**src/rtl/cpu_pkg.sv**
```systemverilog
// Shared opcodes, phase encoding and control-strobe bundle for the RISC CPU controller.
package cpu_pkg;
  localparam int OPCODE_WIDTH = 3;
  localparam int PHASE_WIDTH  = 3;

  localparam logic [OPCODE_WIDTH-1:0] OP_HLT = 3'd0;
  localparam logic [OPCODE_WIDTH-1:0] OP_SKZ = 3'd1;
  localparam logic [OPCODE_WIDTH-1:0] OP_ADD = 3'd2;
  localparam logic [OPCODE_WIDTH-1:0] OP_AND = 3'd3;
  localparam logic [OPCODE_WIDTH-1:0] OP_XOR = 3'd4;
  localparam logic [OPCODE_WIDTH-1:0] OP_LDA = 3'd5;
  localparam logic [OPCODE_WIDTH-1:0] OP_STO = 3'd6;
  localparam logic [OPCODE_WIDTH-1:0] OP_JMP = 3'd7;

  typedef enum logic [PHASE_WIDTH-1:0] {
    PH_INST_ADDR  = 3'd0,
    PH_INST_FETCH = 3'd1,
    PH_INST_LOAD  = 3'd2,
    PH_IDLE       = 3'd3,
    PH_OP_ADDR    = 3'd4,
    PH_OP_FETCH   = 3'd5,
    PH_ALU_OP     = 3'd6,
    PH_STORE      = 3'd7
  } phase_e;

  typedef struct packed {
    logic sel;
    logic rd;
    logic wr;
    logic ld_ir;
    logic ld_ac;
    logic ld_pc;
    logic inc_pc;
    logic data_e;
    logic halt;
  } ctrl_t;

  // Opcodes that read an operand from memory into the ALU/accumulator.
  function automatic logic is_aluop(input logic [OPCODE_WIDTH-1:0] op);
    return (op == OP_ADD) || (op == OP_AND) || (op == OP_XOR) || (op == OP_LDA);
  endfunction
endpackage

```
**src/rtl/cpu_ctrl_decode.sv**
```systemverilog
// Combinational strobe decode from (phase, opcode, zero, halted).
module cpu_ctrl_decode
  import cpu_pkg::*;
(
  input  phase_e                  phase,
  input  logic [OPCODE_WIDTH-1:0] opcode,
  input  logic                    zero,
  input  logic                    halted,
  output ctrl_t                   ctrl
);
  logic aluop;
  assign aluop = is_aluop(opcode);

  always_comb begin
    ctrl = '0;
    if (halted) begin
      ctrl.sel  = 1'b1;
      ctrl.halt = 1'b1;
    end else begin
      case (phase)
        PH_INST_ADDR:  ctrl.sel = 1'b1;
        PH_INST_FETCH: begin
          ctrl.sel = 1'b1;
          ctrl.rd  = 1'b1;
        end
        PH_INST_LOAD, PH_IDLE: begin
          ctrl.sel   = 1'b1;
          ctrl.rd    = 1'b1;
          ctrl.ld_ir = 1'b1;
        end
        PH_OP_ADDR: begin
          ctrl.inc_pc = 1'b1;
          ctrl.halt   = (opcode == OP_HLT);
        end
        PH_OP_FETCH: ctrl.rd = aluop;
        PH_ALU_OP: begin
          ctrl.rd     = aluop;
          ctrl.inc_pc = (opcode == OP_SKZ) && zero;
          ctrl.ld_pc  = (opcode == OP_JMP);
          ctrl.data_e = (opcode == OP_STO);
        end
        PH_STORE: begin
          ctrl.rd     = aluop;
          ctrl.ld_ac  = aluop;
          ctrl.inc_pc = (opcode == OP_JMP);
          ctrl.ld_pc  = (opcode == OP_JMP);
          ctrl.wr     = (opcode == OP_STO);
          ctrl.data_e = (opcode == OP_STO);
        end
        default: ctrl = '0;
      endcase
    end
  end
endmodule

```
**src/rtl/cpu_controller.sv**
```systemverilog
// 8-phase fetch/execute sequencer with sticky halt.
// Optional CPU_CTRL_SINGLE_STEP_EN adds step_mode/step to gate each instruction.
module cpu_controller #(
  parameter int OPCODE_WIDTH = cpu_pkg::OPCODE_WIDTH,
  parameter int PHASE_WIDTH  = cpu_pkg::PHASE_WIDTH
) (
  input  logic                    clk,
  input  logic                    rst,
  input  logic [OPCODE_WIDTH-1:0] opcode,
  input  logic                    zero,
`ifdef CPU_CTRL_SINGLE_STEP_EN
  input  logic                    step_mode,
  input  logic                    step,
`endif
  output logic                    sel,
  output logic                    rd,
  output logic                    wr,
  output logic                    ld_ir,
  output logic                    ld_ac,
  output logic                    ld_pc,
  output logic                    inc_pc,
  output logic                    data_e,
  output logic                    halt,
  output logic [PHASE_WIDTH-1:0]  phase
);
  import cpu_pkg::phase_e;
  import cpu_pkg::ctrl_t;
  import cpu_pkg::PH_INST_ADDR;
  import cpu_pkg::PH_OP_ADDR;
  import cpu_pkg::OP_HLT;

  phase_e ph_q, ph_d;
  logic   halted_q, halted_d;
  logic   hold;
  ctrl_t  ctrl;

  always_ff @(posedge clk or posedge rst) begin
    if (rst) begin
      ph_q     <= PH_INST_ADDR;
      halted_q <= 1'b0;
    end else begin
      ph_q     <= ph_d;
      halted_q <= halted_d;
    end
  end

`ifdef CPU_CTRL_SINGLE_STEP_EN
  // Park at INST_ADDR until a step pulse releases one full instruction.
  assign hold = step_mode && (ph_q == PH_INST_ADDR) && !step;
`else
  assign hold = 1'b0;
`endif

  always_comb begin
    ph_d     = ph_q;
    halted_d = halted_q;
    if (!halted_q) begin
      if ((ph_q == PH_OP_ADDR) && (opcode == OP_HLT)) halted_d = 1'b1;
      if (!hold) ph_d = phase_e'(ph_q + 3'd1);
    end
  end

  cpu_ctrl_decode u_decode (
    .phase  (ph_q),
    .opcode (opcode),
    .zero   (zero),
    .halted (halted_q),
    .ctrl   (ctrl)
  );

  assign sel    = ctrl.sel;
  assign rd     = ctrl.rd;
  assign wr     = ctrl.wr;
  assign ld_ir  = ctrl.ld_ir;
  assign ld_ac  = ctrl.ld_ac;
  assign ld_pc  = ctrl.ld_pc;
  assign inc_pc = ctrl.inc_pc;
  assign data_e = ctrl.data_e;
  assign halt   = ctrl.halt;
  assign phase  = PHASE_WIDTH'(ph_q);
endmodule

```
**config.mk**
```make
export PLATFORM = sky130hd
export DESIGN_NAME = cpu_controller
export DESIGN_NICKNAME = d
export VERILOG_FILES = /design/src/rtl/cpu_pkg.sv /design/src/rtl/cpu_ctrl_decode.sv /design/src/rtl/cpu_controller.sv
export SDC_FILE = /design/constraint.sdc
export NUM_CORES = 1
export LEC_CHECK = 0
export ABC_AREA = 1
export CELL_PAD_IN_SITES_DETAIL_PLACEMENT = 2
export CELL_PAD_IN_SITES_GLOBAL_PLACEMENT = 2
export CORE_ASPECT_RATIO = 1.5
export CORE_UTILIZATION = 20
export CTS_CLUSTER_SIZE = 8
export DETAILED_ROUTE_END_ITERATION = 12
export PLACE_DENSITY = 0.76
export SYNTH_ARGS = -nofsm -noshare
export SYNTH_HDL_FRONTEND = slang
export SYNTH_SLANG_ARGS = --single-unit
```
**constraint.sdc**
```tcl
create_clock -name clk -period 1.6 [get_ports clk]
set_input_delay 0.32 -clock clk [delete_from_list [all_inputs] [get_ports clk]]
set_output_delay 0.32 -clock clk [all_outputs]
set_load 0.01 [all_outputs]
```
* After elaboration in Yosys (flattened, before gate mapping)
Index checks and enable logic that the tools add are counted.
Word-level totals: flip-flop bits (word level) 4, memories 0, latch bits 0, word-level logic and storage cells 43, output and inout port bits 12, bits in read-only memories 0, memory bits (writable) 0, input port bits 6
Operators by class: shift-type cells 0, order comparisons 0, equality and inequality tests 14, bitwise logic cells 0, reduce and logical (&&, ||, !) cells 12, multipliers 0, divide/modulo/power cells 0, multiplexer cells 14, $add $sub $neg 1
Operators by type and width (number):
- $eq A3 B3 Y1 const B | 8
- $eq A3 B2 Y1 const B | 4
- $mux W1 | 11
- $mux W7 | 1
- $eq A3 B1 Y1 const B | 2
- $logic_not A3 Y1 | 2
- $reduce_or A3 Y1 | 2
- $reduce_or A2 Y1 | 2
- $reduce_or A4 Y1 | 1
- $add A3 B1 Y3 const B | 1
- $logic_or A1 B1 Y1 | 3
- $pmux W1 S3 | 1
- $logic_and A1 B1 Y1 | 2
- $pmux W1 S2 | 1

* Depth between registers and ports, before layout
depth in word-level cells 6, depth in mapped cells 6, gate-level depth less buffers 6

* Hierarchy
From an unflattened synthesis, not the netlist that was laid out.
Second synthesis, totals: cells, all modules 62, area total of the unflattened synthesis 377.9 µm²
Modules (own cells, without submodules):
- cpu_controller | cells each 25, instances 1, area an instance 207.7 µm², seq. area each 100.1 µm²
- cpu_ctrl_decode | cells each 37, instances 1, area an instance 170.2 µm², seq. area each 0.0 µm²

* Worst setup path before layout
Ideal clock, no wire load.
path kind register to output, start point register ph_q[0], in the netlist phase[0], end point output port ld_ac, data arrival time 1.311 ns, buffers on the path 0, required time 1.280 ns, slack -0.031 ns, stages on the path, launching flop included 5, cell sequence dfrtp_1 -> ha_1 -> ha_1 -> inv_1 -> nor4_1
On the way: word-level cells in the longest chain between the ends 3
Ends and longest elaborated chain:
- start: declaration | RTL line cpu_controller.sv:32 | phase_e ph_q, ph_d;
- start signal: assignment | RTL line cpu_controller.sv:42 | ph_q <= ph_d;
- $eq A3 B3 Y1 | RTL line cpu_ctrl_decode.sv:20 | case (phase)
- $mux W1 | RTL line cpu_ctrl_decode.sv:20
- $mux W7 | RTL line cpu_ctrl_decode.sv:16 | if (halted) begin
- end: declaration | RTL line cpu_controller.sv:19 | output logic ld_ac,
Every way passes these cells.

* Final worst setup path
start point register ph_q[1], in the netlist phase[1], end point output port sel
On the way: word-level cells in the longest chain between the ends 4, elaborated cells on any way between the ends 7, those cells by class 3 x eq/ne; 2 x mux; 2 x reduce/logical
Ends and longest elaborated chain:
- $eq A3 B1 Y1, or another cell as far along | RTL line cpu_ctrl_decode.sv:20
- $reduce_or A4 Y1 (no source line) *
- $mux W1 * | RTL line cpu_ctrl_decode.sv:20
- $mux W1 * | RTL line cpu_ctrl_decode.sv:16
- end: declaration | RTL line cpu_controller.sv:15 | output logic sel,
Every way passes the cells marked *; elsewhere a longest branch is shown, timed or not.

==> reports/qor.csv <==
stage,metric,value,unit
worst_setup_path,cp_slowest_cell,dfrtp_2,
logic_synthesis,syn_area_per_cell,7.125,sq um
logic_synthesis,synth-seq-cells,4,
floorplanning,num_rows,20,
worst_setup_path,crit_type,reg2out,
global_routing,grt.total_usage,18.44,%
timing,maxSlewHeadroom,79.84,%
logic_synthesis,synthDistinctLibCells,20,
logic_synthesis,ys_warn_count,0,
floorplanning,core,2002,sq um
layout,drive_gt1_share,65.98,%
logic_synthesis,synth.net_count,72,
layout,finalInstanceArea,935.9,sq um
pwr,ir_drop,0.9196,mV
worst_setup_path,crit_arrival,1.52,ns
global_routing,antenna_found_initial,0,
logic_synthesis,syn_inst,59,
cts,clock-sinks,4,
timing,finalWorstSetupSlack,-0.2403,ns
worst_setup_path,crit_top_cell,ha_4,
timing,fmax,543.4,MHz
timing,fin_skew,0.0007365,ns
route,first_pass_iters,2,
cts,cts_inserted_buffers,3,
placement,dp_hpwl,1282,um
timing,setup_viol_count_final,9,
worst_setup_path,critPathCaptureType,output pin,
logic_synthesis,seq_area_frac_synth,23.81,%
run_status,violations,setup timing,
layout,finalNetCount,112,
timing,period_needed,1.840,ns
timing,timing.final.crit_share,115.0,%
route,wl,1899,um
placement,gp_congestion,0.6805,
layout,layout_commonest_cell,buf_4,
placement,dp.cells,111,
global_routing,grt_pass1_wl,2877,um
route,drtAntennaViolNets,0,
cts,clockBufferDepth,2,
cts,htree_levels,1,
pwr,power_density,2112,nW/um^2
global_routing,grt_pass1_vias,590,
cts,clkTransAtPathRegs,0.04,ns
floorplanning,io_pins,18,
route,wl_per_cell,15.96,um
worst_setup_path,crit_chain,"ha_4, buf_6, ha_4, inv_4, nand2_4, nor2_4, nand2_1, buf_2",
timing,tightest_slew,0.3024,ns
cts,clkLatencyLatePin,0.23,ns
worst_setup_path,crit_fanout,4,
worst_setup_path,reg2reg_setup_slack,0.40,ns
pwr,p_leak,0.4558,nW
global_routing,grt_max_degree,9,
placement,postPlaceCellArea,721.9,sq um
run_status,status,finished with violations,
route,drcViolationCount,0,
layout,diodes,0,
worst_setup_path,r2r-start,phase[1],
job,cap_viol_max_count,0,
min_path,hp-class,in2async,
floorplanning,die_h,58.15,um
layout,layout_common_cells,"14 x buf_4, 9 x nand2_1, 8 x buf_2, 6 x dlygate4sd2_1, 6 x buf_6",
worst_setup_path,critPathMaxStageDelay,0.44,ns
floorplanning,die_area,2293,sq um
cts,holdBufCountCts,0,
worst_setup_path,required,1.28,ns
route,via_per_inst,4.538,
worst_setup_path,r2r_cells,4,
logic_synthesis,synth_top_area_share,23.81,%
logic_synthesis,synth_area,420.4,sq um
logic_synthesis,yosysTopAreaCell,dfrtp_1,
worst_setup_path,path_buf_inv,3,
timing,tns,-1.435,ns
layout,instances_no_fill,119,
route,vias,540,
worst_setup_path,cp-startpoint,phase[1],
worst_setup_path,worst_r2r_endpoint,phase[2],
timing,maxSlewViolCount,0,
worst_setup_path,crit_family,flip-flops,
route,drt_iter0_markers,3,
floorplanning,fp.dieW,39.44,um
placement,placement.io_buffers,17,
floorplanning,initial_core_util,21.00,%
global_routing,grt.overflow.total,0,
logic_synthesis,synthTopCellsByArea,"dfrtp_1 24%, ha_1 21%, nand2_1 11%",
timing,rsz0062_at_grt,true,
timing,holdWs,0.2802,ns
timing,final_hold_viol_count,0,
worst_setup_path,crit_path_start_kind,flop,
cts,cts_tree,yes,
layout,syn2layout_area_growth,122.6,%
cts,cts_root_buf,clkbuf_4,
==> cell usage after synthesis <==
library cell,n
buf_4,1
nor4_1,2
o21ai_0,1
a21oi_1,4
nand4_1,1
nor2_1,6
nand2_2,2
inv_1,9
inv_2,1
ha_1,7
or2_2,1
dfrtp_1,4
xnor2_1,1
nor2_4,1
nand2_1,12
nand3_1,1
a21oi_2,1
o21bai_1,1
nor2_2,1
nor3_1,2
==> worst max path at each step <==
stage / cells past startpoint / slack [ns] / endpoint
finish: 8 / -0.24 / sel
global route: 6 / -0.32 / rd
CTS: 8 / -0.27 / sel
detailed placement: 7 / -0.59 / inc_pc
global placement: 5 / -0.54 / halt
floorplan: 4 / 0.05 / ld_pc
==> state kept, by name, indices dropped and copies added, names as in the netlist <==
register,cells
halted_q,1
phase,3
==> where the power goes <==
part	switching, W	internal [W]	total, W
Sequential	0.000108	0.000162	0.000270
Combinational	0.000770	0.000817	0.00159
Clock	0.0000362	0.0000836	0.000120
Total	0.000914	0.00106	0.00198
==> through the flow <==
step                power [W]  utilization (%)  worst slack [ns]
global route         0.002120            46.75           -0.3153
floorplan           0.0007295                -           0.04913
global placement     0.001319            36.06           -0.5429
detailed placement   0.001379            36.06           -0.5895
CTS                  0.001790            43.06           -0.2749
finish               0.001977            46.75           -0.2403
==> what timing repair did <==
| action | 4_1_cts | 5_1_grt |
|---|---|---|
| gates resized for setup | 72 | 19 |
| setup buffers | 5 | 1 |
| setup endpoints to repair | 12 | 9 |
| pin swaps | 11 | 10 |
| cloned | 0 | 0 |
==> cell type report <==
class / instances / area (sq um)
multi-input combinational: 44 / 452.9
tap: 22 / 27.53
clock buffer: 3 / 22.52
inverter: 10 / 45.04
timing repair buffer: 36 / 285.3
fill: 232 / 1066
sequential: 4 / 102.6
==> routing by layer <==
layer | global-route usage [%] | part of all wire [%] | up-vias
li1 | - | - | 262
met1 | 18.66 | 36 | 268
met2 | 35.60 | 63 | 10
met3 | 2.299 | 1.4 | 0
met4 | 5.911 | 0 | 0
met5 | 0 | 0 | -
==> kinds of logic (layout without fill, tap and decap cells) <==
kind of cell / after synthesis / after routing / synth area share [%]
DFF: 4 / 4 / 23.81
xor gates and xnor gates: 1 / 1 / 2.084
buffers and inverters: 11 / 49 / 10.71
adders and majority gates: 7 / 7 / 20.83
and+or+nand+nor: 29 / 29 / 32.74
AOI/OAI and AO/OA: 7 / 7 / 9.822
Power figures use the tool's default switching activity.
